[config.mk]
export PLATFORM = sky130hd
export DESIGN_NAME = imem_loader_flat
export DESIGN_NICKNAME = d
export VERILOG_FILES = /design/src/rtl/imem_loader_pkg.sv /design/src/rtl/imem_loader_if.sv /design/src/rtl/imem_loader_uart_rx.sv /design/src/rtl/imem_loader.sv /design/src/flat_wrapper.sv
export SDC_FILE = /design/constraint.sdc
export NUM_CORES = 1
export LEC_CHECK = 0
export BUFFER_PORTS_ARGS = -buffer_cell sky130_fd_sc_hd__buf_2
export CORE_MARGIN = 2
export CORE_UTILIZATION = 46
export CTS_CLUSTER_DIAMETER = 120
export DETAILED_ROUTE_END_ITERATION = 6
export PLACE_DENSITY_LB_ADDON = 0.12
export REMOVE_ABC_BUFFERS = 1
export SETUP_SLACK_MARGIN = 0.4
export SLEW_MARGIN = 0
export SYNTH_ARGS = -nofsm -noshare
export SYNTH_HDL_FRONTEND = slang
export SYNTH_SLANG_ARGS = --single-unit
[constraint.sdc]
create_clock -name clk -period 2.55 [get_ports clk]
set_input_delay 0.51 -clock clk [delete_from_list [all_inputs] [get_ports clk]]
set_output_delay 0.51 -clock clk [all_outputs]
set_load 0.02 [all_outputs]
[src/rtl/imem_loader_pkg.sv]
// Shared definitions for the UART instruction-memory loader.
// Holds the frame header byte, the default UART bit period, and the
// state encodings used by the loader FSM and the UART receiver.
package imem_loader_pkg;

   // First byte of every load frame; any other byte is ignored while idle.
   localparam logic [7:0] HEADER_BYTE = 8'h55;

   // 50 MHz system clock divided by 115200 baud.
   localparam int DEFAULT_CLKS_PER_BIT = 434;

   // Loader FSM encoding.
   localparam logic [2:0] ST_IDLE   = 3'd0;
   localparam logic [2:0] ST_CNT_H  = 3'd1;
   localparam logic [2:0] ST_CNT_L  = 3'd2;
   localparam logic [2:0] ST_DATA_H = 3'd3;
   localparam logic [2:0] ST_DATA_L = 3'd4;
   localparam logic [2:0] ST_CHK    = 3'd5;
   localparam logic [2:0] ST_DONE   = 3'd6;
   localparam logic [2:0] ST_ERR    = 3'd7;

   // UART receiver encoding.
   localparam logic [1:0] RX_IDLE  = 2'd0;
   localparam logic [1:0] RX_START = 2'd1;
   localparam logic [1:0] RX_DATA  = 2'd2;
   localparam logic [1:0] RX_STOP  = 2'd3;

endpackage

[src/rtl/imem_loader_if.sv]
// Instruction-memory write port carried from the loader to the memory.
//   imem_we    : one-cycle write strobe
//   imem_addr  : word address, stable while imem_we is high
//   imem_wdata : 16-bit instruction word, stable while imem_we is high
// master = loader side (drives), slave = memory side (receives).
interface imem_loader_if #(
   parameter int ADDR_W = 12
);
   logic              imem_we;
   logic [ADDR_W-1:0] imem_addr;
   logic [15:0]       imem_wdata;

   modport master (output imem_we, output imem_addr, output imem_wdata);
   modport slave  (input  imem_we, input  imem_addr, input  imem_wdata);
endinterface

[src/rtl/imem_loader_uart_rx.sv]
// 8N1 UART receiver, LSB first, idle high.
// Ports:
//   clk, reset (async, active-low)
//   rxd       : raw serial input (synchronised internally)
//   rxByte    : last received byte, valid with byteValid
//   byteValid : one-cycle pulse, byte received with a good stop bit
//   frameErr  : one-cycle pulse, stop bit sampled low (never with byteValid)
module uart_rx
   import imem_loader_pkg::*;
#(
   parameter int CLKS_PER_BIT = DEFAULT_CLKS_PER_BIT
)
(
   input  logic       clk,
   input  logic       reset,
   input  logic       rxd,
   output logic [7:0] rxByte,
   output logic       byteValid,
   output logic       frameErr
);

   localparam int TW = $clog2(CLKS_PER_BIT);
   localparam int HALF_BIT = CLKS_PER_BIT / 2;

   logic          rxMeta;
   logic          rxSync;
   logic          rxPrev;
   logic [1:0]    rxState;
   logic [TW-1:0] bitTimer;
   logic [2:0]    bitIdx;
   logic [7:0]    shiftReg;

   assign rxByte = shiftReg;

   // Two-flop synchroniser plus one history flop for falling-edge detection.
   // All three reset to the idle line level so reset release is not a start bit.
   always_ff @(posedge clk or negedge reset) begin
      if (!reset) begin
         rxMeta <= 1'b1;
         rxSync <= 1'b1;
         rxPrev <= 1'b1;
      end else begin
         rxMeta <= rxd;
         rxSync <= rxMeta;
         rxPrev <= rxSync;
      end
   end

   // Bit-timing state machine. A falling edge starts the half-bit wait; the
   // start bit is confirmed at its centre so short glitches are dropped, then
   // every later sample lands one full bit period after the previous centre.
   always_ff @(posedge clk or negedge reset) begin
      if (!reset) begin
         rxState   <= RX_IDLE;
         bitTimer  <= '0;
         bitIdx    <= '0;
         shiftReg  <= '0;
         byteValid <= 1'b0;
         frameErr  <= 1'b0;
      end else begin
         byteValid <= 1'b0;
         frameErr  <= 1'b0;
         case (rxState)
            RX_IDLE: begin
               if (rxPrev && !rxSync) begin
                  rxState  <= RX_START;
                  bitTimer <= '0;
               end
            end
            RX_START: begin
               if (bitTimer == TW'(HALF_BIT - 1)) begin
                  bitTimer <= '0;
                  bitIdx   <= '0;
                  rxState  <= rxSync ? RX_IDLE : RX_DATA;
               end else begin
                  bitTimer <= bitTimer + 1'b1;
               end
            end
            RX_DATA: begin
               if (bitTimer == TW'(CLKS_PER_BIT - 1)) begin
                  bitTimer <= '0;
                  shiftReg <= {rxSync, shiftReg[7:1]};
                  bitIdx   <= bitIdx + 3'd1;
                  if (bitIdx == 3'd7) begin
                     rxState <= RX_STOP;
                  end
               end else begin
                  bitTimer <= bitTimer + 1'b1;
               end
            end
            default: begin
               if (bitTimer == TW'(CLKS_PER_BIT - 1)) begin
                  bitTimer  <= '0;
                  rxState   <= RX_IDLE;
                  byteValid <= rxSync;
                  frameErr  <= !rxSync;
               end else begin
                  bitTimer <= bitTimer + 1'b1;
               end
            end
         endcase
      end
   end

endmodule

[src/rtl/imem_loader.sv]
// Serial boot loader: receives a framed program over UART and writes it into
// instruction memory while holding the processor in reset.
// Frame: 0x55, count hi, count lo, N x (word hi, word lo), checksum
// (checksum = XOR of the count and data bytes).
// Ports:
//   clk, reset (async, active-low)
//   rxd      : UART serial input
//   imem     : instruction-memory write port (master side)
//   cpu_hold : high while the processor must stay in reset
//   done     : high after a good load, until the next header
//   err      : high after a failed load, until the next header
module imem_loader
   import imem_loader_pkg::*;
#(
   parameter int CLKS_PER_BIT = DEFAULT_CLKS_PER_BIT,
   parameter int ADDR_W       = 12
)
(
   input  logic          clk,
   input  logic          reset,
   input  logic          rxd,
   imem_loader_if.master imem,
   output logic          cpu_hold,
   output logic          done,
   output logic          err
);

   // Largest legal word count; 17 bits so ADDR_W = 16 still fits.
   localparam logic [16:0] MAX_WORDS = 17'(1) << ADDR_W;

   logic [7:0]        rxByte;
   logic              byteValid;
   logic              frameErr;
   logic [2:0]        state;
   logic [7:0]        countHi;
   logic [15:0]       wordTotal;
   logic [16:0]       wordCount;
   logic [16:0]       nextWordCount;
   logic [7:0]        dataHi;
   logic [7:0]        checksum;
   logic [15:0]       countWord;
   logic [ADDR_W-1:0] addrReg;
   logic [15:0]       wdataReg;
   logic              weReg;
   logic              advanceAddr;

   uart_rx #(
      .CLKS_PER_BIT(CLKS_PER_BIT)
   ) u_rx (
      .clk      (clk),
      .reset    (reset),
      .rxd      (rxd),
      .rxByte   (rxByte),
      .byteValid(byteValid),
      .frameErr (frameErr)
   );

   assign countWord     = {countHi, rxByte};
   assign nextWordCount = wordCount + 17'd1;

   assign imem.imem_we    = weReg;
   assign imem.imem_addr  = addrReg;
   assign imem.imem_wdata = wdataReg;

   // Loader FSM. The write strobe is raised the cycle after the low data byte
   // and the address moves on only once that strobe has been seen, so address
   // and data stay put for the whole write cycle. The last word of a frame
   // clears advanceAddr so a full-depth load never wraps back to address 0.
   always_ff @(posedge clk or negedge reset) begin
      if (!reset) begin
         state       <= ST_IDLE;
         countHi     <= '0;
         wordTotal   <= '0;
         wordCount   <= '0;
         dataHi      <= '0;
         checksum    <= '0;
         addrReg     <= '0;
         wdataReg    <= '0;
         weReg       <= 1'b0;
         advanceAddr <= 1'b0;
         cpu_hold    <= 1'b1;
         done        <= 1'b0;
         err         <= 1'b0;
      end else begin
         weReg <= 1'b0;
         if (weReg && advanceAddr) begin
            addrReg <= addrReg + 1'b1;
         end
         if (frameErr) begin
            if (state != ST_IDLE && state != ST_DONE && state != ST_ERR) begin
               state <= ST_ERR;
               err   <= 1'b1;
               done  <= 1'b0;
            end
         end else if (byteValid) begin
            case (state)
               ST_IDLE, ST_DONE, ST_ERR: begin
                  if (rxByte == HEADER_BYTE) begin
                     state     <= ST_CNT_H;
                     done      <= 1'b0;
                     err       <= 1'b0;
                     cpu_hold  <= 1'b1;
                     addrReg   <= '0;
                     checksum  <= '0;
                     wordCount <= '0;
                  end
               end
               ST_CNT_H: begin
                  countHi  <= rxByte;
                  checksum <= checksum ^ rxByte;
                  state    <= ST_CNT_L;
               end
               ST_CNT_L: begin
                  wordTotal <= countWord;
                  checksum  <= checksum ^ rxByte;
                  if (countWord == 16'd0) begin
                     state <= ST_CHK;
                  end else if ({1'b0, countWord} > MAX_WORDS) begin
                     state <= ST_ERR;
                     err   <= 1'b1;
                  end else begin
                     state <= ST_DATA_H;
                  end
               end
               ST_DATA_H: begin
                  dataHi   <= rxByte;
                  checksum <= checksum ^ rxByte;
                  state    <= ST_DATA_L;
               end
               ST_DATA_L: begin
                  wdataReg  <= {dataHi, rxByte};
                  weReg     <= 1'b1;
                  checksum  <= checksum ^ rxByte;
                  wordCount <= nextWordCount;
                  if (nextWordCount == {1'b0, wordTotal}) begin
                     state       <= ST_CHK;
                     advanceAddr <= 1'b0;
                  end else begin
                     state       <= ST_DATA_H;
                     advanceAddr <= 1'b1;
                  end
               end
               ST_CHK: begin
                  if (rxByte == checksum) begin
                     state    <= ST_DONE;
                     done     <= 1'b1;
                     cpu_hold <= 1'b0;
                  end else begin
                     state <= ST_ERR;
                     err   <= 1'b1;
                  end
               end
               default: state <= ST_IDLE;
            endcase
         end
      end
   end

endmodule
[src/flat_wrapper.sv]
// flat-port wrapper written by rule: the top's interface ports become plain ports
module imem_loader_flat import imem_loader_pkg::*;
#(
   parameter int CLKS_PER_BIT = DEFAULT_CLKS_PER_BIT,
   parameter int ADDR_W       = 12
)
  (clk, reset, rxd, cpu_hold, done, err, imem_imem_we, imem_imem_addr, imem_imem_wdata);
  imem_loader_if #(.ADDR_W(ADDR_W)) imem_i ();
  input  logic clk;
  input  logic reset;
  input  logic rxd;
  output logic cpu_hold;
  output logic done;
  output logic err;
  output wire logic [$bits(imem_i.imem_we)-1:0] imem_imem_we;
  output wire logic [$bits(imem_i.imem_addr)-1:0] imem_imem_addr;
  output wire logic [$bits(imem_i.imem_wdata)-1:0] imem_imem_wdata;
  assign imem_imem_we = imem_i.imem_we;
  assign imem_imem_addr = imem_i.imem_addr;
  assign imem_imem_wdata = imem_i.imem_wdata;
  imem_loader #(.CLKS_PER_BIT(CLKS_PER_BIT), .ADDR_W(ADDR_W)) u_core (.clk(clk), .reset(reset), .rxd(rxd), .imem(imem_i), .cpu_hold(cpu_hold), .done(done), .err(err));
endmodule
# == Word-level counts from Yosys, hierarchy flattened ==
# Cells that the tools add are included.
# word_totals
regBits,120
elab_cells,147
# op_classes
n_reduce_logical,33
add_sub_neg,4
bitwise_logic,2
magnitude_cmp,1
mux,56
eq_ne,29
# ops
operator,count
12-bit two-way mux,5
17-bit case mux with 2 select lines,1
3-bit two-way mux,9
9-bit two-way mux,3
1-bit two-way mux,22
3-bit case mux with 6 select lines,1
9-bit case mux with 2 select lines,1
3-bit AND reduction,6
"17-bit by 1-bit adder with 17-bit output, second input constant",1
17-bit by 16-bit equality test with 1-bit output,1
17-bit two-way mux,1
"16-bit by 13-bit greater-than comparator with 1-bit output, second input constant",1
16-bit zero test,1
8-bit case mux with 2 select lines,1
"3-bit equality test, second input constant",5
5-bit AND reduction,3
"12-bit by 1-bit adder with 12-bit output, second input constant",1
2-bit two-way mux,6
"3-bit != test, second input constant",4
2-bit nonzero test,5
"9-bit by 1-bit adder with 9-bit output, second input constant",1
"9-bit by 8-bit equality test with 1-bit output, second input constant",1
"9-bit equality test, second input constant",1
"3-bit by 2-bit != test with 1-bit output, second input constant",3
27 further kinds,41

# == Logic depth before layout (Yosys ltp) ==
# Gate-level depths: netlist (run 1).
# logic_depth
depth_word,6
depth_mapped,9
depth_no_buf,8

# == By module ==
# A second synthesis (run 1) with hierarchy kept.
# unflattened
cells_unflattened,665
hier_area_um2,6467.5
# by_module_without_submodules
module,seq_area_each_um2,area_each_um2,n_inst,cells_each
imem_loader,2328.5,5097.4,1,540
uart_rx,679.4,1370.1,1,125

# == Worst setup path after synthesis (run 1) ==
# OpenSTA, ideal clock, no wires.
# synth_timing
kind,reg-to-reg
start,reg u_core.wordCount[0]
end,reg u_core.state[1]
stages_incl_launch_ff,7
slack_ns,0.308
setup_ns,0.124
arrival_time_ns,2.118
t_required_ns,2.426
path_cell_list,dfrtp_1 ha_1 nand3_2 or4_4 o31ai_1 nand4_1 o31a_1
# synth_between
elab_chain_len,6
# synth_lines
item,line,rtl
start: declaration,imem_loader.sv:37,logic [16:0] wordCount;
start signal: assignment,imem_loader.sv:134,wordCount <= nextWordCount;
17-bit by 1-bit adder with 17-bit output,imem_loader.sv:59,assign nextWordCount = wordCount + 17'd1;
17-bit by 16-bit equality test with 1-bit output,imem_loader.sv:135,"if (nextWordCount == {1'b0, wordTotal}) begin"
3-bit two-way mux,imem_loader.sv:135,
3-bit case mux with 6 select lines,imem_loader.sv:96,case (state)
3-bit two-way mux,imem_loader.sv:95,end else if (byteValid) begin
3-bit two-way mux,imem_loader.sv:89,if (frameErr) begin
end signal: assignment,imem_loader.sv:91,state <= ST_ERR;
end signal: assignment,imem_loader.sv:99,state <= ST_CNT_H;
end signal: assignment,imem_loader.sv:136,state <= ST_CHK;
end: declaration,imem_loader.sv:34,logic [2:0] state;
# Every way passes these cells. The select of a mux whose other input is x is not followed.
# A chain may end at the register's enable or synchronous reset.

# == Final worst setup path (run 1) ==
# layout_timing
start,reg u_core.wordCount[6]
end,reg u_core.state[1]
# Same word-level chain as after synthesis.

==> out/qor.yml, run 1 <==
initial_core_util_pct: 46.5
period_minus_slack_ns: 2.08
io_buffer_count: 34
remaining_drc_errors: 0
drtAntennaViolNets: 0
maxSlewHeadroom_pct: 70.3
cp-start-kind: "flop"
total_leakage_power_nw: 3.42
endpoint_kind: "flop"
nets: 667
wl_per_cell_microns: 16.1
vias: 4623
hp-class: "input pin to async pin"
post-route-period-util_pct: 81.5
status: "completed"
syn_inst: 609
routed_wl_microns: 13600
area_growth_pct: 19.9
cap_violations: 0
antenna_found_initial: 0
critical_path_peak_fanout: 7
stdcell_area_sq_um: 7290
avgSynthCellArea_sq_um: 9.99
cts-root-buf: "clkbuf_16"
drive_above_1_share_pct: 26.1
grt_setup_unrepaired: "no"
rrSetupSlack_ns: 0.47
viasPerCell: 5.46
ys_types: 64
final_cell_mix: "dfrtp_1 (104), nand2_1 (88), o21ai_0 (58), mux2_2 (43), nor2_1 (41)"
dp.final_hpwl_microns: 8930
syn-cell-area_sq_um: 6080
skew_ns: 0.00793
cpMaxStageDelayCell: "or4_4"
arrival_ns: 2.38
crit_family: "simple AND/OR/NAND/NOR gates"
placement.cell_area_sq_um: 6490
drtIter0Drc: 394
synth-edff-count: 0
grt_max_degree: 65
crit_buf_inv: 0
required_ns: 2.85
cts-buffers-inserted: 17
slew_violations: 0
place_congestion: 0.867
clock_sinks: 120
hold_ws_ns: 0.0369
async_flop_share_pct: 100
path_class: "flop to flop"
setup_viol: 0
vdd_ir_drop_max_v: 0.000464
tightest_slew_ns: 0.435
num_rows: 42
yosysSeqAreaShare_pct: 49.5
power.density_nw_per_um2: 662
grt_pass1_vias: 4493
gr-total-overflow: 0
synth-seq-cells: 120
grt_pass1_wl_microns: 22400
cts_tree: "yes"
die-height_microns: 119
grt_usage_pct: 19.9
final_core_util_pct: 55.7
io_pins: 35
r2r-start: "u_core.wordCount[6]"
total_power_mw: 4.83
dr.pass1.iters: 5
htreeDepth: 4
fmax_ghz: 0.481
die_w_microns: 119
synth-main-ff-cell: "dfrtp_1"
design.core.area_sq_um: 13100
antenna_cells: 0
final_common_cell: "dfrtp_1"
regToRegEndpoint: "u_core.state[1]"
ctsLongestPathBuffers: 2
clk-insertion-delay-late_ns: 0.42
path_cells: "nand3_4 > or4_4 > o31ai_2 > nand4_1 > o31a_1"
yosysWarnings: 0
cpPeakStageDelay_ns: 0.58
path_clk_slew_ns: 0.06
hold_violations: 0
fp.dieArea_sq_um: 14200
worstRegToRegCells: 5
[registers in the layout, indices dropped and copies added (netlist names), 2 cells and up]
signal and flops:
u_core.u_rx.bitTimer 9, u_core.imem.imem_addr 12, u_core.u_rx.bitIdx 3, u_core.dataHi 8, u_core.u_rx.rxState 2, u_core.countHi 8
u_core.u_rx.rxByte 8, u_core.wordCount 17, u_core.checksum 8, u_core.imem.imem_wdata 16, u_core.wordTotal 16, u_core.state 3
[cell usage after synthesis, types with 2 or more instances]
| cell | instances | area (sq um) |
|---|---|---|
| nor4_2 | 3 | 37.5 |
| nor4_1 | 6 | 37.5 |
| a22o_1 | 2 | 17.5 |
| mux2i_1 | 3 | 30.0 |
| buf_4 | 2 | 15.0 |
| clkbuf_1 | 21 | 78.8 |
| a21o_1 | 3 | 22.5 |
| nand2_1 | 88 | 330 |
| dfrtp_1 | 116 | 2900 |
| dfstp_2 | 4 | 105 |
| or3_1 | 3 | 18.8 |
| inv_1 | 14 | 52.6 |
| nand3b_1 | 2 | 15.0 |
| and4_1 | 3 | 26.3 |
| a31oi_1 | 4 | 25.0 |
| and2_1 | 4 | 25.0 |
| or2_1 | 2 | 12.5 |
| nor2_1 | 41 | 154 |
| mux2_2 | 44 | 495 |
| nand3_1 | 23 | 115 |
| and3_1 | 7 | 43.8 |
| nand4_1 | 11 | 68.8 |
| xnor2_1 | 29 | 254 |
| o41ai_1 | 2 | 17.5 |
| xor2_1 | 15 | 131 |
| nor3_1 | 9 | 45.0 |
| ha_1 | 7 | 87.6 |
| a21oi_1 | 17 | 85.1 |
| nand4_4 | 2 | 42.5 |
| a211oi_1 | 3 | 22.5 |
| nand2b_1 | 15 | 93.8 |
| buf_2 | 7 | 35.0 |
| nand4b_1 | 2 | 17.5 |
| o21ai_0 | 58 | 290 |
| o221ai_1 | 2 | 17.5 |
| o31ai_1 | 6 | 45.0 |
| o31a_1 | 2 | 17.5 |
[where the power goes]
group          leakage [nW]  switching, mW  internal (mW)
registers              1.63         0.0765           1.96
clock network         0.304          0.872           1.65
logic                  1.49          0.158          0.107
total                  3.42           1.11           3.72
[stage by stage]
stage | setup TNS (ns) | worst slack, ns | cells
finish | 0 | 0.471 | 846
floorplan | -0.923 | -0.189 | 577
CTS | 0 | 0.393 | 839
global placement | 0 | 0.348 | 806
global route | 0 | 0.386 | 846
detailed placement | 0 | 0.264 | 806
[cell type report]
cell class	instances	area (sq um)
flip-flops and latches	120	3020
repair buffers	61	392
clock inverters	9	138
fillers	1145	5790
multi-input cells	443	2980
well taps	176	220
clock buffers	23	488
inverters	14	52.6
[worst register-to-register path, cell delays in order (launching register included)]
cell     delay, ns
dfrtp_2       0.44
nand3_4       0.16
or4_4         0.58
o31ai_2       0.26
nand4_1       0.20
o31a_1        0.33
[metal layers]
metal	track usage (%)	vias to the layer above	routed length, microns
met1	27.0	2282	6420
met2	30.2	83	6410
li1	-	2230	-
met3	5.17	28	446
met4	8.78	0	303
met5	0	-	0
[what timing repair did]
| item | in CTS | in global routing |
|---|---|---|
| endpoints found under the setup margin | 10 | 32 |
| hold buffers | 0 | 0 |
| buffers inserted | 1 | 7 |
| pin swaps | 2 | 5 |
| resized for setup | 8 | 22 |
[cell families (layout without fill, tap and decap cells)]
| group | count (synthesis) | after routing | share of synthesized area [%] |
|---|---|---|---|
| buffers and inverters | 46 | 107 | 3.13 |
| xor gates and xnor gates | 44 | 44 | 6.34 |
| adders and majority gates | 7 | 7 | 1.44 |
| and+or+nand+nor | 232 | 232 | 19.7 |
| DFF | 120 | 120 | 49.5 |
| AOI/OAI and AO/OA | 113 | 113 | 11.3 |
| muxes | 47 | 47 | 8.64 |
[worst max path at each step]
stage | to | startpoint | depth (start not counted)
6_report | u_core.state[1] | u_core.wordCount[6] | 5
5_1_grt | u_core.u_rx.rxState[0] | u_core.u_rx.bitTimer[0] | 7
4_1_cts | u_core.state[1] | u_core.wordCount[4] | 5
3_5_place_dp | u_core.state[1] | u_core.wordCount[1] | 8
3_3_place_gp | u_core.state[1] | u_core.wordCount[1] | 8
2_1_floorplan | u_core.wordCount[3] | u_core.state[1] | 6
No activity file was read; power rests on OpenSTA's default activity.
==> inputs of run 2 (changes only) <==
==> constraint.sdc (replaced) <==
create_clock -name clk -period 2.1 [get_ports clk]
set_input_delay 0.42 -clock clk [delete_from_list [all_inputs] [get_ports clk]]
set_output_delay 0.42 -clock clk [all_outputs]
set_load 0.02 [all_outputs]
==> out/qor.yml, run 2 (synthesized netlist as in run 1, its figures left out) <==
grt_pass1_vias: 4993  # +11%
largest_register_ffs: 17  # unchanged
fmax_ghz: 0.495  # +2.9%
antenna_cells: 0  # unchanged
hp-class: "input pin to flop"
worstRegToRegCells: 8  # +3
seq_area_sq_um: 3020  # about the same
grt_setup_unrepaired: "yes"
cts_tree: "yes"
slew_violations: 0  # unchanged
arrival_ns: 2.31  # -0.07 ns
top_register: "u_core.wordCount"
power.density_nw_per_um2: 748  # +13%
drive_above_1_share_pct: 42.6  # +16 points
dr_wl_met3_microns: 527  # +18%
routed.top_layer: "met4"
htreeDepth: 4  # unchanged
drtIter0Drc: 301  # -24%
die_w_microns: 119  # unchanged
final_cell_mix: "dfrtp_1 (106), nand2_1 (79), buf_4 (59), mux2_2 (33), buf_2 (33)"
io_pins: 35  # unchanged
grt_max_degree: 45  # -31%
dp_cells: 835  # +3.6%
io_buffer_count: 34  # unchanged
num-fill-cells: 1019  # -11%
setup_slack_ns: 0.0802  # -0.391 ns
ctsLongestPathBuffers: 2  # unchanged
cap_violations: 0  # unchanged
multi_input_area_sq_um: 3400  # +14%
grt_pass1_wl_microns: 24700  # +10%
met2WireLength_microns: 7880  # +23%
clock_sinks: 120  # unchanged
total_power_mw: 6.20  # +28%
nets: 728  # +9.1%
setup_viol: 0  # unchanged
num_rows: 42  # unchanged
post-route-period-util_pct: 96.2  # +15 points
routed_wl_microns: 15600  # +14%
layout.cells.non_filler: 906  # +7.1%
tns_ns: 0  # unchanged
design.core.area_sq_um: 13100  # unchanged
r2r-start: "u_core.wordCount[0]"
grt_usage_pct: 22.1  # +2.2 points
period_minus_slack_ns: 2.02  # -0.0593 ns
skew_ns: 0.0172  # +0.00931 ns
required_ns: 2.39  # -0.46 ns
hold_violations: 0  # unchanged
vdd_ir_drop_max_v: 0.000665  # +43%
rrSetupSlack_ns: 0.08  # -0.39 ns
initial_core_util_pct: 46.5  # unchanged
die-height_microns: 119  # unchanged
fp.dieArea_sq_um: 14200  # unchanged
min_to: "u_core.u_rx.rxMeta"
remaining_drc_errors: 0  # unchanged
viasPerCell: 5.54  # +1.3%
clk-insertion-delay-late_ns: 0.42  # about the same
hold_ws_ns: 0.0970  # +0.0600 ns
critical_path_peak_fanout: 4  # -3
cts-buffers-inserted: 17  # unchanged
wl_met1_microns: 6790  # +5.7%
final_common_cell: "dfrtp_1"
status: "completed"
wl_per_cell_microns: 17.2  # +6.9%
hp-start: "rxd"
place_ws_ns: 0.0331  # -0.231 ns
dr.pass1.iters: 4  # -1
gr-total-overflow: 0  # unchanged
total_leakage_power_nw: 3.86  # +13%
area_growth_pct: 36.3
hold_depth: 1
path_clk_slew_ns: 0.05  # about the same
drtAntennaViolNets: 0  # unchanged
endpoint_kind: "flop"
cts-root-buf: "clkbuf_16"
maxSlewHeadroom_pct: 68.9  # -1.4 points
tightest_slew_ns: 0.467  # +0.0323 ns
place_congestion: 0.870  # +0.28%
dp.final_hpwl_microns: 9410  # +5.4%
cp-start-kind: "flop"
vias: 5017  # +8.5%
regToRegEndpoint: "u_core.advanceAddr"
antenna_found_initial: 0  # unchanged
path_class: "flop to flop"
run 2: cell count changes in the layout (fill, tap and decap cells not counted), moves of 5 or more:
| cell | delta |
|---|---|
| o21ai_0 | -48 |
| mux2_2 | -10 |
| nand2_1 | -9 |
| a21oi_2 | +5 |
| a21oi_1 | -5 |
| buf_6 | +21 |
| o21ai_2 | +23 |
| nor2_2 | +9 |
| nand2_2 | +8 |
| o21ai_1 | +23 |
| mux2_4 | +10 |
| buf_4 | +33 |
| nor2_1 | -13 |
run 2: worst max-delay path: stages, from the launching register on:
cell	delay (ns)
dfrtp_1	0.36
ha_2	0.19
nand3_2	0.08
buf_6	0.15
nor4_4	0.29
xnor2_1	0.14
nor4_2	0.17
nand4_1	0.21
o31a_1	0.32
run 2: cell type report:
type | count | share of cell area (%)
Timing Repair Buffer | 121 | 11.7
Clock buffer | 23 | 6.01
Clock inverter | 8 | 1.42
Sequential cell | 120 | 36.4
Tap cell | 176 | 2.66
Inverter | 14 | 0.664
Multi-Input combinational cell | 443 | 41.0
Timing Repair inverter | 1 | 0.0906
run 2: stage by stage:
step                cell area, sq um  utilization, %
floorplan                       5940               -
global placement                6710            51.3
detailed placement              6710            51.3
CTS                             7820            59.8
global route                    8290            63.3
finish                          8290            63.3
run 2: worst max-delay path by stage:
stage	startpoint	endpoint	slack, ns	cells past startpoint
6_report	u_core.wordCount[0]	u_core.advanceAddr	0.08	8
5_1_grt	u_core.wordCount[1]	u_core.advanceAddr	-0.01	8
4_1_cts	u_core.wordCount[0]	u_core.state[1]	0.12	8
3_5_place_dp	u_core.wordCount[0]	u_core.state[1]	0.03	7
3_3_place_gp	u_core.wordCount[0]	u_core.state[1]	0.07	8
2_1_floorplan	u_core.state[1]	u_core.wordCount[3]	-0.64	6
run 2: what timing repair did:
item                                    4_1_cts  5_1_grt
gates resized for setup                     116      100
hold buffers                                  1        0
endpoints found under the hold margin        19        0
cloned                                        4        1
buffers inserted                             22       12
endpoints found under the setup margin       62      113
pin swaps                                    40       33
run 2: per-layer routing:
metal	up-vias	GRT usage [%]
met3	33	5.17
met2	113	36.7
met1	2515	27.8
met5	-	0
li1	2356	-
met4	0	9.00
run 2: report_power, final:
part	internal (mW)	total [mW]	switching, mW
clock	2.01	3.03	1.03
sequential	2.38	2.50	0.118
combinational	0.340	0.665	0.325
total	4.73	6.20	1.47
==> inputs of run 3 (changes only) <==
==> constraint.sdc (replaced) <==
create_clock -name clk -period 2.1 [get_ports clk]
set_input_delay 0.21 -clock clk [delete_from_list [all_inputs] [get_ports clk]]
set_output_delay 0.21 -clock clk [all_outputs]
set_load 0.02 [all_outputs]
==> out/qor.yml, run 3 (synthesized netlist as in run 1, its figures left out) <==
status: "completed"
final_common_cell: "dfrtp_1"
rrSetupSlack_ns: 0.02  # -0.06 ns
place_congestion: 0.895  # +2.9%
grt_pass1_vias: 4943  # -1.0%
cts-root-buf: "clkbuf_16"
antenna_found_initial: 0  # unchanged
ctsLongestPathBuffers: 2  # unchanged
initial_core_util_pct: 46.5  # unchanged
io_buffer_count: 34  # unchanged
regToRegEndpoint: "u_core.state[1]"
arrival_ns: 2.38  # +0.07 ns
remaining_drc_errors: 0  # unchanged
num-fill-cells: 1056  # +3.6%
drtIter0Drc: 388  # +29%
required_ns: 2.40  # about the same
grt_usage_pct: 22.2  # +0.11 points
gr-total-overflow: 0  # unchanged
grt_setup_unrepaired: "yes"
cp-startpoint: "u_core.wordCount[0]"
io_pins: 35  # unchanged
cts_tree: "yes"
wl_per_cell_microns: 17.0  # -0.82%
worstRegToRegCells: 6  # -2
nets: 725  # -0.41%
tns_ns: 0  # unchanged
hp-start: "u_core.u_rx.rxMeta"
fmax_ghz: 0.480  # -3.0%
vias: 4986  # -0.62%
power.density_nw_per_um2: 707  # -5.5%
min_to: "u_core.u_rx.rxSync"
use_met2_pct: 36.3  # -0.47 points
hold_violations: 0  # unchanged
area_growth_pct: 34.6
grt_pass1_wl_microns: 24900  # +0.61%
tightest_slew_ns: 0.610  # +0.143 ns
largest_register_ffs: 17  # unchanged
dr.pass1.iters: 5  # +1
path_clk_slew_ns: 0.05  # about the same
total_leakage_power_nw: 3.87  # about the same
drive_above_1_share_pct: 41.3  # -1.3 points
vdd_ir_drop_max_v: 0.000541  # -19%
grt_max_degree: 47  # +4.4%
fp.dieArea_sq_um: 14200  # unchanged
viasPerCell: 5.52  # -0.40%
final_cell_mix: "dfrtp_1 (110), nand2_1 (79), buf_4 (55)"
top_register: "u_core.wordCount"
dp.final_hpwl_microns: 9330  # -0.90%
total_power_mw: 5.79  # -6.6%
routed_wl_microns: 15400  # -1.0%
period_minus_slack_ns: 2.08  # +0.0630 ns
post-route-period-util_pct: 99.2  # +3.0 points
cts-buffers-inserted: 17  # unchanged
setup_slack_ns: 0.0172  # -0.0630 ns
skew_ns: 0.00942  # -0.00782 ns
r2r-start: "u_core.wordCount[0]"
design.core.area_sq_um: 13100  # unchanged
clock_sinks: 120  # unchanged
hold_depth: 0  # -1
endpoint_kind: "flop"
met1_usage_pct: 28.5  # +0.65 points
critical_path_peak_fanout: 3  # -1
hp-class: "flop to flop"
cp-start-kind: "flop"
maxSlewHeadroom_pct: 59.3  # -9.6 points
drtAntennaViolNets: 0  # unchanged
place_ws_ns: -0.00404  # -0.0371 ns
path_class: "flop to flop"
num_rows: 42  # unchanged
grt.busiest_layer: "met2"
antenna_cells: 0  # unchanged
setup_viol: 0  # unchanged
hold_ws_ns: 0.355  # +0.258 ns
die_w_microns: 119  # unchanged
clk-insertion-delay-late_ns: 0.42  # about the same
cap_violations: 0  # unchanged
met3_usage_pct: 4.93  # -0.24 points
htreeDepth: 4  # unchanged
die-height_microns: 119  # unchanged
slew_violations: 0  # unchanged
-- run 3: cell count changes in the layout (fill, tap and decap cells not counted), sizes merged --
cell	change
buf	-3
bufinv	-2
clkbuf	-1
clkinv	+3
dlygate4sd3	+1
-- run 3: through the flow --
stage	instance area (sq um)	util, %	std cells
final	8190	62.6	904
after global routing	8190	62.6	904
after CTS	7730	59.1	892
after detailed placement	6700	51.2	834
after global placement	6700	51.2	834
after floorplan	5940	-	577
-- run 3: power breakdown --
group	internal [mW]	switching (mW)
logic	0.314	0.323
clock network	1.64	1.01
registers	2.39	0.119
-- run 3: how the worst max path moves through the flow --
| stage | slack (ns) | endpoint | depth (start not counted) |
|---|---|---|---|
| 5_1_grt | -0.007 | u_core.state[1] | 6 |
| 3_3_place_gp | 0.07 | u_core.state[1] | 8 |
| 2_1_floorplan | -0.64 | u_core.wordCount[3] | 6 |
| 3_5_place_dp | -0.004 | u_core.state[1] | 8 |
| 4_1_cts | 0.05 | u_core.state[1] | 8 |
| 6_report | 0.02 | u_core.state[1] | 6 |
-- run 3: final cells by class --
cell class | instances | area (sq um) | share of cell area (%)
well taps | 176 | 220 | 2.69
repair buffers | 119 | 957 | 11.7
flip-flops and latches | 120 | 3020 | 36.8
clock inverters | 10 | 80.1 | 0.978
inverters | 14 | 55.1 | 0.672
multi-input cells | 443 | 3400 | 41.6
clock buffers | 22 | 454 | 5.55
-- run 3: timing repair --
item                                    in CTS  in global routing
cloned                                       3                  1
hold buffers                                 2                  0
buffers inserted                            21                 11
resized for setup                          120                 96
pin swaps                                   41                 29
endpoints found under the setup margin      62                 98
hold endpoints to repair                    43                  0
-- run 3: critical path: stages (launching register included) --
cell and delay, ns:
dfrtp_1 0.38, ha_2 0.20, nand3_2 0.09, or4_4 0.51
o31ai_2 0.24, nand4_1 0.22, o31a_1 0.33
-- run 3: metal layers --
metal | routed length [microns] | vias to the layer above
li1 | - | 2349
met1 | 6690 | 2475
met2 | 7770 | 135
met3 | 641 | 27
met4 | 298 | 0
met5 | 0 | -
